**config.mk**
```make
export PLATFORM = sky130hd
export DESIGN_NAME = prio_intr_ctrl_flat
export DESIGN_NICKNAME = d
export VERILOG_FILES = /design/src/rtl/prio_intr_if.sv /design/src/rtl/prio_intr_ctrl.sv /design/src/flat_wrapper.sv
export SDC_FILE = /design/constraint.sdc
export NUM_CORES = 1
export LEC_CHECK = 0
export ABC_AREA = 1
export ABC_CLOCK_PERIOD_IN_PS = 48700
export BUFFER_PORTS_ARGS = -buffer_cell sky130_fd_sc_hd__buf_2
export CORE_AREA = 2 2 135 137
export CTS_CLUSTER_DIAMETER = 60
export DETAILED_ROUTE_END_ITERATION = 6
export DIE_AREA = 0 0 137 139
export GPL_TIMING_DRIVEN = 0
export HOLD_SLACK_MARGIN = 0.12
export PLACE_DENSITY_LB_ADDON = 0.05
export SLEW_MARGIN = 0
export SYNTH_ARGS = -nofsm -noshare
export SYNTH_HDL_FRONTEND = slang
export SYNTH_SLANG_ARGS = --single-unit
```
**constraint.sdc**
```tcl
create_clock -name clk_i -period 48.7 [get_ports clk_i]
set_clock_uncertainty 0.05 [all_clocks]
set_input_delay 4.87 -clock clk_i [delete_from_list [all_inputs] [get_ports clk_i]]
set_output_delay 4.87 -clock clk_i [all_outputs]
set_load 0.01 [all_outputs]
```
**src/rtl/prio_intr_if.sv**
```systemverilog
// Register-port and interrupt-handshake signals between the uP (master) and
// the priority interrupt controller (slave).
interface prio_intr_if #(
    parameter int ID_W       = 4,
    parameter int DATA_WIDTH = 16,
    parameter int ADDR_WIDTH = 5
);
    logic [ADDR_WIDTH-1:0] addr_i;
    logic [DATA_WIDTH-1:0] wr_data_i;
    logic                  wr_en_i;
    logic                  rd_en_i;
    logic                  valid_i;
    logic                  ready_o;
    logic [DATA_WIDTH-1:0] rd_data_o;
    logic                  rd_valid_o;
    logic                  intr_valid_o;
    logic [ID_W-1:0]       intr_id_o;
    logic                  intr_ack_i;
    logic                  in_service_o;
    logic                  intr_serviced_i;

    modport master (
        output addr_i, wr_data_i, wr_en_i, rd_en_i, valid_i, intr_ack_i, intr_serviced_i,
        input  ready_o, rd_data_o, rd_valid_o, intr_valid_o, intr_id_o, in_service_o
    );

    modport slave (
        input  addr_i, wr_data_i, wr_en_i, rd_en_i, valid_i, intr_ack_i, intr_serviced_i,
        output ready_o, rd_data_o, rd_valid_o, intr_valid_o, intr_id_o, in_service_o
    );
endinterface

```
**src/rtl/prio_intr_ctrl.sv**
```systemverilog
// Maskable, priority-programmable interrupt controller: per-source edge/level
// capture, max-priority arbitration with pre-emption, ack/service handshake.

module prio_intr_src (
    input  logic clk_i,
    input  logic rst_n_i,
    input  logic intr_i,
    input  logic mode_i,
    input  logic w1c_i,
    input  logic svc_clr_i,
    output logic pend_o
);
    logic intr_q, intr_q_d, edge_pend_q;

    // A fresh rising edge in the same cycle as a clear keeps the bit set.
    always_ff @(posedge clk_i or negedge rst_n_i) begin
        if (!rst_n_i) begin
            intr_q      <= 1'b0;
            intr_q_d    <= 1'b0;
            edge_pend_q <= 1'b0;
        end else begin
            intr_q      <= intr_i;
            intr_q_d    <= intr_q;
            edge_pend_q <= mode_i & ((edge_pend_q & ~w1c_i & ~svc_clr_i) | (intr_q & ~intr_q_d));
        end
    end

    assign pend_o = mode_i ? edge_pend_q : intr_q;
endmodule

module prio_intr_ctrl #(
    parameter int NUM_INTR   = 16,
    parameter int PRIO_W     = 4,
    parameter int ID_W       = 4,
    parameter int DATA_WIDTH = 16,
    parameter int ADDR_WIDTH = 5
) (
    input  logic                clk_i,
    input  logic                rst_n_i,
    input  logic [NUM_INTR-1:0] intr_i,
    prio_intr_if.slave          bus
);
    localparam logic [ADDR_WIDTH-1:0] ENA_A  = ADDR_WIDTH'(NUM_INTR);
    localparam logic [ADDR_WIDTH-1:0] MODE_A = ADDR_WIDTH'(NUM_INTR + 1);
    localparam logic [ADDR_WIDTH-1:0] PEND_A = ADDR_WIDTH'(NUM_INTR + 2);

    typedef enum logic [1:0] {IDLE, ARB, PEND, SERV} state_t;

    logic [NUM_INTR-1:0][PRIO_W-1:0] prio_q;
    logic [NUM_INTR-1:0]             enable_q, mode_q, pend, elig, w1c, svc_clr;
    logic                            ready_q, rd_valid_q, intr_valid_q, in_service_q;
    logic [DATA_WIDTH-1:0]           rd_data_q, rd_mux;
    logic [ID_W-1:0]                 id_q, win_id;
    logic [PRIO_W-1:0]               win_prio;
    logic                            win_vld, wr_xfer, rd_xfer, preempt;
    state_t                          state_q;

    assign wr_xfer = bus.valid_i & ready_q & bus.wr_en_i;
    assign rd_xfer = bus.valid_i & ready_q & ~bus.wr_en_i & bus.rd_en_i;
    assign w1c     = (wr_xfer && bus.addr_i == PEND_A) ? bus.wr_data_i[NUM_INTR-1:0] : '0;

    always_comb begin
        svc_clr = '0;
        if (state_q == SERV && bus.intr_serviced_i) svc_clr[id_q] = 1'b1;
    end

    for (genvar g = 0; g < NUM_INTR; g++) begin : g_src
        prio_intr_src u_src (
            .clk_i     (clk_i),
            .rst_n_i   (rst_n_i),
            .intr_i    (intr_i[g]),
            .mode_i    (mode_q[g]),
            .w1c_i     (w1c[g]),
            .svc_clr_i (svc_clr[g]),
            .pend_o    (pend[g])
        );
    end

    assign elig = pend & enable_q;

    // Ascending scan with strict '>' leaves ties on the lowest index.
    always_comb begin
        win_vld  = 1'b0;
        win_prio = '0;
        win_id   = '0;
        for (int k = 0; k < NUM_INTR; k++) begin
            if (elig[k] && (!win_vld || prio_q[k] > win_prio)) begin
                win_vld  = 1'b1;
                win_prio = prio_q[k];
                win_id   = ID_W'(k);
            end
        end
    end

    assign preempt = win_vld && (win_prio > prio_q[id_q]);

    always_comb begin
        rd_mux = '0;
        for (int k = 0; k < NUM_INTR; k++)
            if (bus.addr_i == ADDR_WIDTH'(k)) rd_mux[PRIO_W-1:0] = prio_q[k];
        if (bus.addr_i == ENA_A)  rd_mux[NUM_INTR-1:0] = enable_q;
        if (bus.addr_i == MODE_A) rd_mux[NUM_INTR-1:0] = mode_q;
        if (bus.addr_i == PEND_A) rd_mux[NUM_INTR-1:0] = pend;
    end

    always_ff @(posedge clk_i or negedge rst_n_i) begin
        if (!rst_n_i) begin
            prio_q     <= '0;
            enable_q   <= '0;
            mode_q     <= '0;
            ready_q    <= 1'b0;
            rd_valid_q <= 1'b0;
            rd_data_q  <= '0;
        end else begin
            ready_q    <= 1'b1;
            rd_valid_q <= rd_xfer;
            if (rd_xfer) rd_data_q <= rd_mux;
            if (wr_xfer) begin
                for (int k = 0; k < NUM_INTR; k++)
                    if (bus.addr_i == ADDR_WIDTH'(k)) prio_q[k] <= bus.wr_data_i[PRIO_W-1:0];
                if (bus.addr_i == ENA_A)  enable_q <= bus.wr_data_i[NUM_INTR-1:0];
                if (bus.addr_i == MODE_A) mode_q   <= bus.wr_data_i[NUM_INTR-1:0];
            end
        end
    end

    // Ack is checked before pre-emption so an acked id is the one serviced.
    always_ff @(posedge clk_i or negedge rst_n_i) begin
        if (!rst_n_i) begin
            state_q      <= IDLE;
            intr_valid_q <= 1'b0;
            in_service_q <= 1'b0;
            id_q         <= '0;
        end else begin
            unique case (state_q)
                IDLE: if (win_vld) state_q <= ARB;
                ARB: begin
                    if (win_vld) begin
                        id_q         <= win_id;
                        intr_valid_q <= 1'b1;
                        state_q      <= PEND;
                    end else begin
                        state_q <= IDLE;
                    end
                end
                PEND: begin
                    if (bus.intr_ack_i) begin
                        intr_valid_q <= 1'b0;
                        in_service_q <= 1'b1;
                        state_q      <= SERV;
                    end else if (preempt) begin
                        id_q <= win_id;
                    end else if (!elig[id_q]) begin
                        intr_valid_q <= 1'b0;
                        state_q      <= IDLE;
                    end
                end
                SERV: begin
                    if (bus.intr_serviced_i) begin
                        in_service_q <= 1'b0;
                        state_q      <= IDLE;
                    end
                end
                default: state_q <= IDLE;
            endcase
        end
    end

    assign bus.ready_o      = ready_q;
    assign bus.rd_data_o    = rd_data_q;
    assign bus.rd_valid_o   = rd_valid_q;
    assign bus.intr_valid_o = intr_valid_q;
    assign bus.intr_id_o    = id_q;
    assign bus.in_service_o = in_service_q;
endmodule

```
**src/flat_wrapper.sv**
```systemverilog
// flat-port wrapper written by rule: the top's interface ports become plain ports
module prio_intr_ctrl_flat 
#(
    parameter int NUM_INTR   = 16,
    parameter int PRIO_W     = 4,
    parameter int ID_W       = 4,
    parameter int DATA_WIDTH = 16,
    parameter int ADDR_WIDTH = 5
)
  (clk_i, rst_n_i, intr_i, bus_addr_i, bus_wr_data_i, bus_wr_en_i, bus_rd_en_i, bus_valid_i, bus_intr_ack_i, bus_intr_serviced_i, bus_ready_o, bus_rd_data_o, bus_rd_valid_o, bus_intr_valid_o, bus_intr_id_o, bus_in_service_o);
  prio_intr_if #(.ID_W(ID_W), .DATA_WIDTH(DATA_WIDTH), .ADDR_WIDTH(ADDR_WIDTH)) bus_i ();
  input  logic clk_i;
  input  logic rst_n_i;
  input  logic [NUM_INTR-1:0] intr_i;
  input wire logic [$bits(bus_i.addr_i)-1:0] bus_addr_i;
  input wire logic [$bits(bus_i.wr_data_i)-1:0] bus_wr_data_i;
  input wire logic [$bits(bus_i.wr_en_i)-1:0] bus_wr_en_i;
  input wire logic [$bits(bus_i.rd_en_i)-1:0] bus_rd_en_i;
  input wire logic [$bits(bus_i.valid_i)-1:0] bus_valid_i;
  input wire logic [$bits(bus_i.intr_ack_i)-1:0] bus_intr_ack_i;
  input wire logic [$bits(bus_i.intr_serviced_i)-1:0] bus_intr_serviced_i;
  output wire logic [$bits(bus_i.ready_o)-1:0] bus_ready_o;
  output wire logic [$bits(bus_i.rd_data_o)-1:0] bus_rd_data_o;
  output wire logic [$bits(bus_i.rd_valid_o)-1:0] bus_rd_valid_o;
  output wire logic [$bits(bus_i.intr_valid_o)-1:0] bus_intr_valid_o;
  output wire logic [$bits(bus_i.intr_id_o)-1:0] bus_intr_id_o;
  output wire logic [$bits(bus_i.in_service_o)-1:0] bus_in_service_o;
  assign bus_i.addr_i = bus_addr_i;
  assign bus_i.wr_data_i = bus_wr_data_i;
  assign bus_i.wr_en_i = bus_wr_en_i;
  assign bus_i.rd_en_i = bus_rd_en_i;
  assign bus_i.valid_i = bus_valid_i;
  assign bus_i.intr_ack_i = bus_intr_ack_i;
  assign bus_i.intr_serviced_i = bus_intr_serviced_i;
  assign bus_ready_o = bus_i.ready_o;
  assign bus_rd_data_o = bus_i.rd_data_o;
  assign bus_rd_valid_o = bus_i.rd_valid_o;
  assign bus_intr_valid_o = bus_i.intr_valid_o;
  assign bus_intr_id_o = bus_i.intr_id_o;
  assign bus_in_service_o = bus_i.in_service_o;
  prio_intr_ctrl #(.NUM_INTR(NUM_INTR), .PRIO_W(PRIO_W), .ID_W(ID_W), .DATA_WIDTH(DATA_WIDTH), .ADDR_WIDTH(ADDR_WIDTH)) u_core (.clk_i(clk_i), .rst_n_i(rst_n_i), .intr_i(intr_i), .bus(bus_i));
endmodule
```
Yosys cells after proc, flatten, opt, wreduce, memory -nomap -nowiden --
Index checks and enable logic that the tools add are counted.
Word-level totals: flip-flop bits (word level) 170, input port bits 44
Operators by class: order comparisons 18, equality and inequality tests 29, multiplexer cells 109, reduce and logical (&&, ||, !) cells 75, bitwise gates (word level) 134
Operators with widths (number):
- 4-bit 2-to-1 mux | 50
- 16-bit 2-to-1 mux | 5
- 1-bit bitwise AND | 68
- 4-bit greater-than comparator | 16
- 1-bit NOT | 49
- 1-bit 2-to-1 mux | 41
- 5-bit by 4-bit == test with 1-bit output (second input constant) | 8
- 2-bit AND reduction | 18
- 5-bit by 3-bit == test with 1-bit output (second input constant) | 4
- 1-bit logical AND | 19
- 16-bit bitwise AND | 1
- 4-bit binary-select mux with 4-bit select | 1
- 1-bit bitwise OR | 16
- 5-bit == test (second input constant) | 3
- 1-bit zero test | 15
- 1-bit logical OR | 15
- 2-bit 2-to-1 mux | 6
- 4-bit AND reduction | 3
- 5-bit by 2-bit == test with 1-bit output (second input constant) | 2
- 2-bit one-hot mux with 4 select lines | 1
- 4-bit one-hot mux with 2 select lines | 1
- 2-bit by 1-bit inequality test with 1-bit output (second input constant) | 3
- 2-bit inequality test (second input constant) | 3
- 3-bit inequality test (second input constant) | 2
- other kinds (12) | 15

Logic depth before layout (Yosys ltp) --
depth in word-level cells 68, gate-level depth with buffers 176, mapped depth without buffers 171

Cells and area by module --
A second synthesis with hierarchy kept.
Second synthesis, totals: cell total of the unflattened synthesis 1497, area, all modules 10809.1 um2
By module, submodules not included:
- prio_intr_ctrl | cells each 1289, area an instance 8907.3 um2, instances 1, sequential area each 3052.9 um2
- prio_intr_src | cells each 13, area an instance 118.9 um2, instances 16, sequential area each 75.1 um2

Worst setup path after synthesis --
No wires, ideal clock.
kind register to register, start point register u_core.mode_q[0], end point register u_core.id_q[3] (netlist: u_core.bus.intr_id_o[3]), setup time 0.078 ns, path buffers 5, data required time 48.572 ns, arrival 17.367 ns, setup slack 31.205 ns, stages on the path, launching flop included 167, clock period less this slack 17.495 ns, cells stage by stage dfrtp_1 nand2_1 o21ai_1 nor2_2 inv_2 nor2_1 inv_1 ha_1 nand2_1 inv_1 nand2_1 nand2_1 nand2_1 nand2_1 nand2_1 o21ai_0 ha_1 inv_1 [... 131 more ...] o21bai_1 nand2_1 o21ai_0 nand2_1 nand2_1 inv_1 nand2_1 nand2_1 ha_1 a21oi_1 nor2_1 a211oi_1 nor3_1 o22ai_1 nor3_1 nand3_1 nor2_1 a21oi_1
Between the ends: word-level cells in the longest chain between the ends 67, elaborated cells on any way between the ends 116
RTL lines:
- from (decl) | RTL line prio_intr_ctrl.sv:50 | logic [NUM_INTR-1:0] enable_q, mode_q, pend, elig, w1c, svc_clr;
- from (signal assigned) | RTL line prio_intr_ctrl.sv:122 | if (bus.addr_i == MODE_A) mode_q <= bus.wr_data_i[NUM_INTR-1:0];
- 1-bit 2-to-1 mux (*) | RTL line prio_intr_ctrl.sv:28 | assign pend_o = mode_i ? edge_pend_q : intr_q;
- 16-bit bitwise AND (*) | RTL line prio_intr_ctrl.sv:79 | assign elig = pend & enable_q;
- 4-bit 2-to-1 mux or 1-bit 2-to-1 mux (tied branches) | RTL line prio_intr_ctrl.sv:87 | if (elig[k] && (!win_vld || prio_q[k] > win_prio)) begin
- 4-bit greater-than comparator or 1-bit zero test (tied branches) | RTL line prio_intr_ctrl.sv:87
- 1-bit logical OR | RTL line prio_intr_ctrl.sv:87
- 1-bit logical AND | RTL line prio_intr_ctrl.sv:87
- 4-bit 2-to-1 mux or 1-bit 2-to-1 mux (tied branches) | RTL line prio_intr_ctrl.sv:87
- 4-bit greater-than comparator or 1-bit zero test (tied branches) | RTL line prio_intr_ctrl.sv:87
- [... 51 more ...]
- 4-bit greater-than comparator or 1-bit zero test (tied branches) | RTL line prio_intr_ctrl.sv:87
- 1-bit logical OR | RTL line prio_intr_ctrl.sv:87
- 1-bit logical AND | RTL line prio_intr_ctrl.sv:87
- 4-bit 2-to-1 mux | RTL line prio_intr_ctrl.sv:87
- 4-bit greater-than comparator | RTL line prio_intr_ctrl.sv:95 | assign preempt = win_vld && (win_prio > prio_q[id_q]);
- 1-bit logical AND | RTL line prio_intr_ctrl.sv:95
- 2-bit by 1-bit inequality test with 1-bit output (no source line)
- 4-bit AND reduction (no source line)
- to (signal assigned) | RTL line prio_intr_ctrl.sv:139 | id_q <= win_id;
- to (signal assigned) | RTL line prio_intr_ctrl.sv:152 | id_q <= win_id;
- to (decl) | RTL line prio_intr_ctrl.sv:53 | logic [ID_W-1:0] id_q, win_id;
Every way passes the cells marked *; elsewhere a longest branch is shown, timed or not. The select of a mux whose other input is x is not followed. A chain may end at the register's enable or synchronous reset.

Worst setup path after layout --
Ends and elaborated chain as after synthesis.

==> reports/results.tsv <==
stage	metric	value	unit
clocking	Clock Tree Root	clkbuf_16	
clocking	CTS Buffer Depth	2	
logic_synthesis	Syn Std Cell Area	10600	µm²
route	Post-route DRC	0	
final_layout	fill cell count	1581	
route	DR vias	10300	
final_layout	Layout area overhead	11.7	%
critical_path	crit path from	u_core.mode_q[0]	
logic_synthesis	Unique masters post-synth	46	
clocking	Post-CTS Setup Repair Bufs	0	
die	die height	139	µm
critical_path	Worst path max stage delay	0.57	ns
global_routing	pin count of the biggest net entering global routing	90	
critical_path	CP max stage cell	o22ai_1	
critical_path	reg2reg start	u_core.mode_q[0]	
worst_hold_path	Hold Crit Start	u_core.g_src[14].u_src.intr_q	
clocking	CTS Hold Bufs	0	
clocking	Skew-Pair Late Insertion Delay	0.44	ns
placement	routability cong.	0.944	
timing	crit share post-route	42.7	%
logic_synthesis	register bit total from synthesis	170	
route	antenna-violating nets left	0	
clocking	CTS clk-pin slew, worst paths	0.07	ns
global_routing	total grt overflow	0	
critical_path	Setup crit end kind	flip-flop	
placement	Placed Area	11200	µm²
logic_synthesis	adder-cell area share of the yosys netlist	6.75	%
route	Starting DRT DRC Count	1074	
clocking	CTS Sinks	170	
placement	I/O Buffers	67	
final_layout	final net count	1604	
logic_synthesis	cell count after synthesis	1416	
critical_path	Worst path top cell family by delay	simple AND/OR/NAND/NOR gates	
timing	Rel. slew slack	12.9	%
critical_path	Most Frequent Cell on Critical Path	nand2_1	
global_routing	first-pass GRT wire length	50300	µm
timing	fin crit period	20.77	ns
timing	setup_tns	0	ns
power	static leakage	5.79	nW
logic_synthesis	compound-gate portion of the synthesized area	17.9	%
logic_synthesis	largest cells by area after synthesis	dfrtp_1 40%, nand2_1 13%, o21ai_0 8.1%	
final_layout	Ant. Diodes	0	
clocking	Num CTS Buffers	17	
critical_path	crit path kind	reg2reg	
critical_path	startpoint types	flip-flop	
timing	Setup-failing EPs final	0	
logic_synthesis	Post-synth EDFFs	0	
logic_synthesis	top cell type's share of synthesized area	40.3	%
die	Initial Utilization	59.8	%
timing	f_max	0.0481	GHz
logic_synthesis	main combinational cell family by area after synthesis	simple AND/OR/NAND/NOR gates	
global_routing	initial antenna violation count	0	
critical_path	critical path arrival	21.08	ns
logic_synthesis	sequential area share after synthesis	40.3	%
global_routing	GRT Util Overall	34.1	%
flow_run	Max Cap Viol	0	
placement	DPL Wire Length	23100	µm
worst_hold_path	Worst Hold Class	reg2reg	
die	Ports	68	
logic_synthesis	Net Count, Synth	1517	
logic_synthesis	Avg Synthesized Cell Area	7.46	µm²
power	Power Density	41.0	nW/µm²
critical_path	crit path buf inv count	25	
route	Post-Route WL	31200	µm
logic_synthesis	cell taking the most area after synthesis	dfrtp_1	
logic_synthesis	Yosys warning total	0	
logic_synthesis	Post-Synth Simple-Gate Area	25.9	%
clocking	Max H-tree Level	4	
logic_synthesis	XOR/XNOR Fraction of Synth Area	0	%
final_layout	cell area after layout	11800	µm²
route	WL/cell	17.9	µm
critical_path	critical path fanouts, max	10	
timing	count of final max-slew check failures	0	
clocking	CTS tree	done	
logic_synthesis	post-synthesis mux area share	1.14	%
timing	Worst Max-Slew Pin Slew	1.30	ns
route	vias per cell	5.92	
route	DRT Pass-1 Iters	7	
power	Peak supply drop	0.0000260	V
final_layout	share of post-route cells with drive strength above 1	9.77	%
logic_synthesis	top_reg_cell synth	dfrtp_1	
die	core box area	17700	µm²
logic_synthesis	Async SR Flop Fraction	100	%
die	die width	137	µm
clocking	cts repair resizes	0	
die	FP Rows	49	
critical_path	Req. time, crit path	49.00	ns
die	die area	19000	µm²
timing	Hold Fails Final Rpt	0	
timing	RSZ-0062 raised after global routing	false	
global_routing	vias in the first global route	9807	
run_status	status	finished, final reports clean	
==> area by class of cell <==
type | instances | area (µm²) | area share, %
Clock inverter | 14 | 149 | 1.26
Clock buffer | 17 | 425 | 3.61
Inverter | 188 | 706 | 5.98
Buffer | 28 | 143 | 1.21
Sequential cell | 170 | 4250 | 36.1
Tap cell | 229 | 287 | 2.43
Multi-Input combinational cell | 1030 | 5460 | 46.3
Timing Repair Buffer | 68 | 373 | 3.16
==> sequential cells by signal, summed over array words and instances (netlist names) <==
| name | flops |
|---|---|
| u_core.enable_q | 16 |
| u_core.mode_q | 16 |
| u_core.bus.intr_id_o | 4 |
| u_core.bus.in_service_o | 1 |
| u_core.bus.rd_data_o | 16 |
| u_core.bus.rd_valid_o | 1 |
| u_core.g_src.u_src.intr_q_d | 16 |
| u_core.bus.intr_valid_o | 1 |
| u_core.prio_q | 64 |
| u_core.state_q | 2 |
| u_core.g_src.u_src.edge_pend_q | 16 |
| u_core.bus.ready_o | 1 |
| u_core.g_src.u_src.intr_q | 16 |
==> Yosys cell counts (5+ instances only) <==
cell	n
o211ai_1	16
mux2i_1	12
and2_1	6
clkbuf_1	23
ha_1	57
nand2_2	24
nand3_1	81
o221ai_1	6
o22ai_1	31
o21bai_1	11
a21oi_1	26
buf_6	5
o21ai_0	170
a31oi_1	14
o21a_1	12
nand2_1	369
inv_2	7
nand4_1	28
nand2_4	5
dfrtp_1	170
inv_1	180
a21boi_0	12
nor2_1	104
nor3_1	9
a22oi_1	5
==> cells by family after synthesis <==
family	after synthesis
AND/OR/NAND/NOR	638
AO/OA/AOI/OAI	322
buffers and inverters	216
flip-flops	170
adder cells (fa/ha/maj)	57
multiplexers	12
other	1
==> worst paths after layout <==
kind | endpoint | slack (ns) | cells past startpoint
max | u_core.bus.intr_id_o[3] | 27.93 | 169
min | u_core.g_src[14].u_src.intr_q_d | 0.35 | 0
max reg2reg | u_core.bus.intr_id_o[3] | 27.93 | 169
min reg2reg | u_core.g_src[14].u_src.intr_q_d | 0.35 | 0
max in group asynchronous | u_core.bus.rd_data_o[13] | 43.40 | 2
min in group asynchronous | u_core.mode_q[4] | 4.35 | 1
==> layout by cell type, fill, tap and decap left out, types with 4 or more instances in the layout <==
master | synthesis | layout
inv_2 | 7 | 7
a31oi_1 | 14 | 14
nand3_1 | 81 | 81
inv_8 | 0 | 5
a21oi_1 | 26 | 26
nand2_2 | 24 | 24
o21a_1 | 12 | 12
dfrtp_1 | 170 | 170
o21ai_0 | 170 | 170
ha_1 | 57 | 57
nor3_1 | 9 | 9
clkbuf_16 | 0 | 17
and2_1 | 6 | 6
o22ai_1 | 31 | 31
o21bai_1 | 11 | 11
nor2_1 | 104 | 104
nand2_4 | 5 | 5
buf_6 | 5 | 5
a21boi_0 | 12 | 12
nand2_1 | 369 | 369
clkbuf_1 | 23 | 23
nand4_1 | 28 | 28
inv_6 | 0 | 4
o211ai_1 | 16 | 16
a22oi_1 | 5 | 5
o221ai_1 | 6 | 6
inv_1 | 180 | 180
buf_2 | 0 | 66
mux2i_1 | 12 | 12
==> report_power, final <==
part / internal, W / switching [W]
Sequential: 0.000155 / 0.0000161
Combinational: 0.0000637 / 0.000115
Clock: 0.0000684 / 0.0000659
==> metal layers <==
metal / up-vias / GRT usage, % / wire length, µm
met1: 4799 / 47.2 / 13000
met5: - / 0 / 0
met2: 503 / 54.0 / 14500
met4: 0 / 13.6 / 1170
li1: 4908 / - / -
met3: 111 / 4.97 / 2500
==> through the flow <==
| stage | std cells | setup WS, ns | hold WS, ns | power (W) | utilization (%) |
|---|---|---|---|---|---|
| after CTS | 1744 | 28.15 | 0.355 | 0.000480 | 66.8 |
| after global routing | 1744 | 25.58 | 0.370 | 0.000513 | 66.8 |
| after detailed placement | 1713 | 28.29 | 0.340 | 0.000347 | 63.5 |
| after floorplan | 1416 | 31.20 | 0.317 | 0.000293 | - |
| final | 1744 | 27.93 | 0.354 | 0.000484 | 66.8 |
| after global placement | 1712 | 28.72 | 0.338 | 0.000341 | 63.3 |
Power figures use the tool's default switching activity.
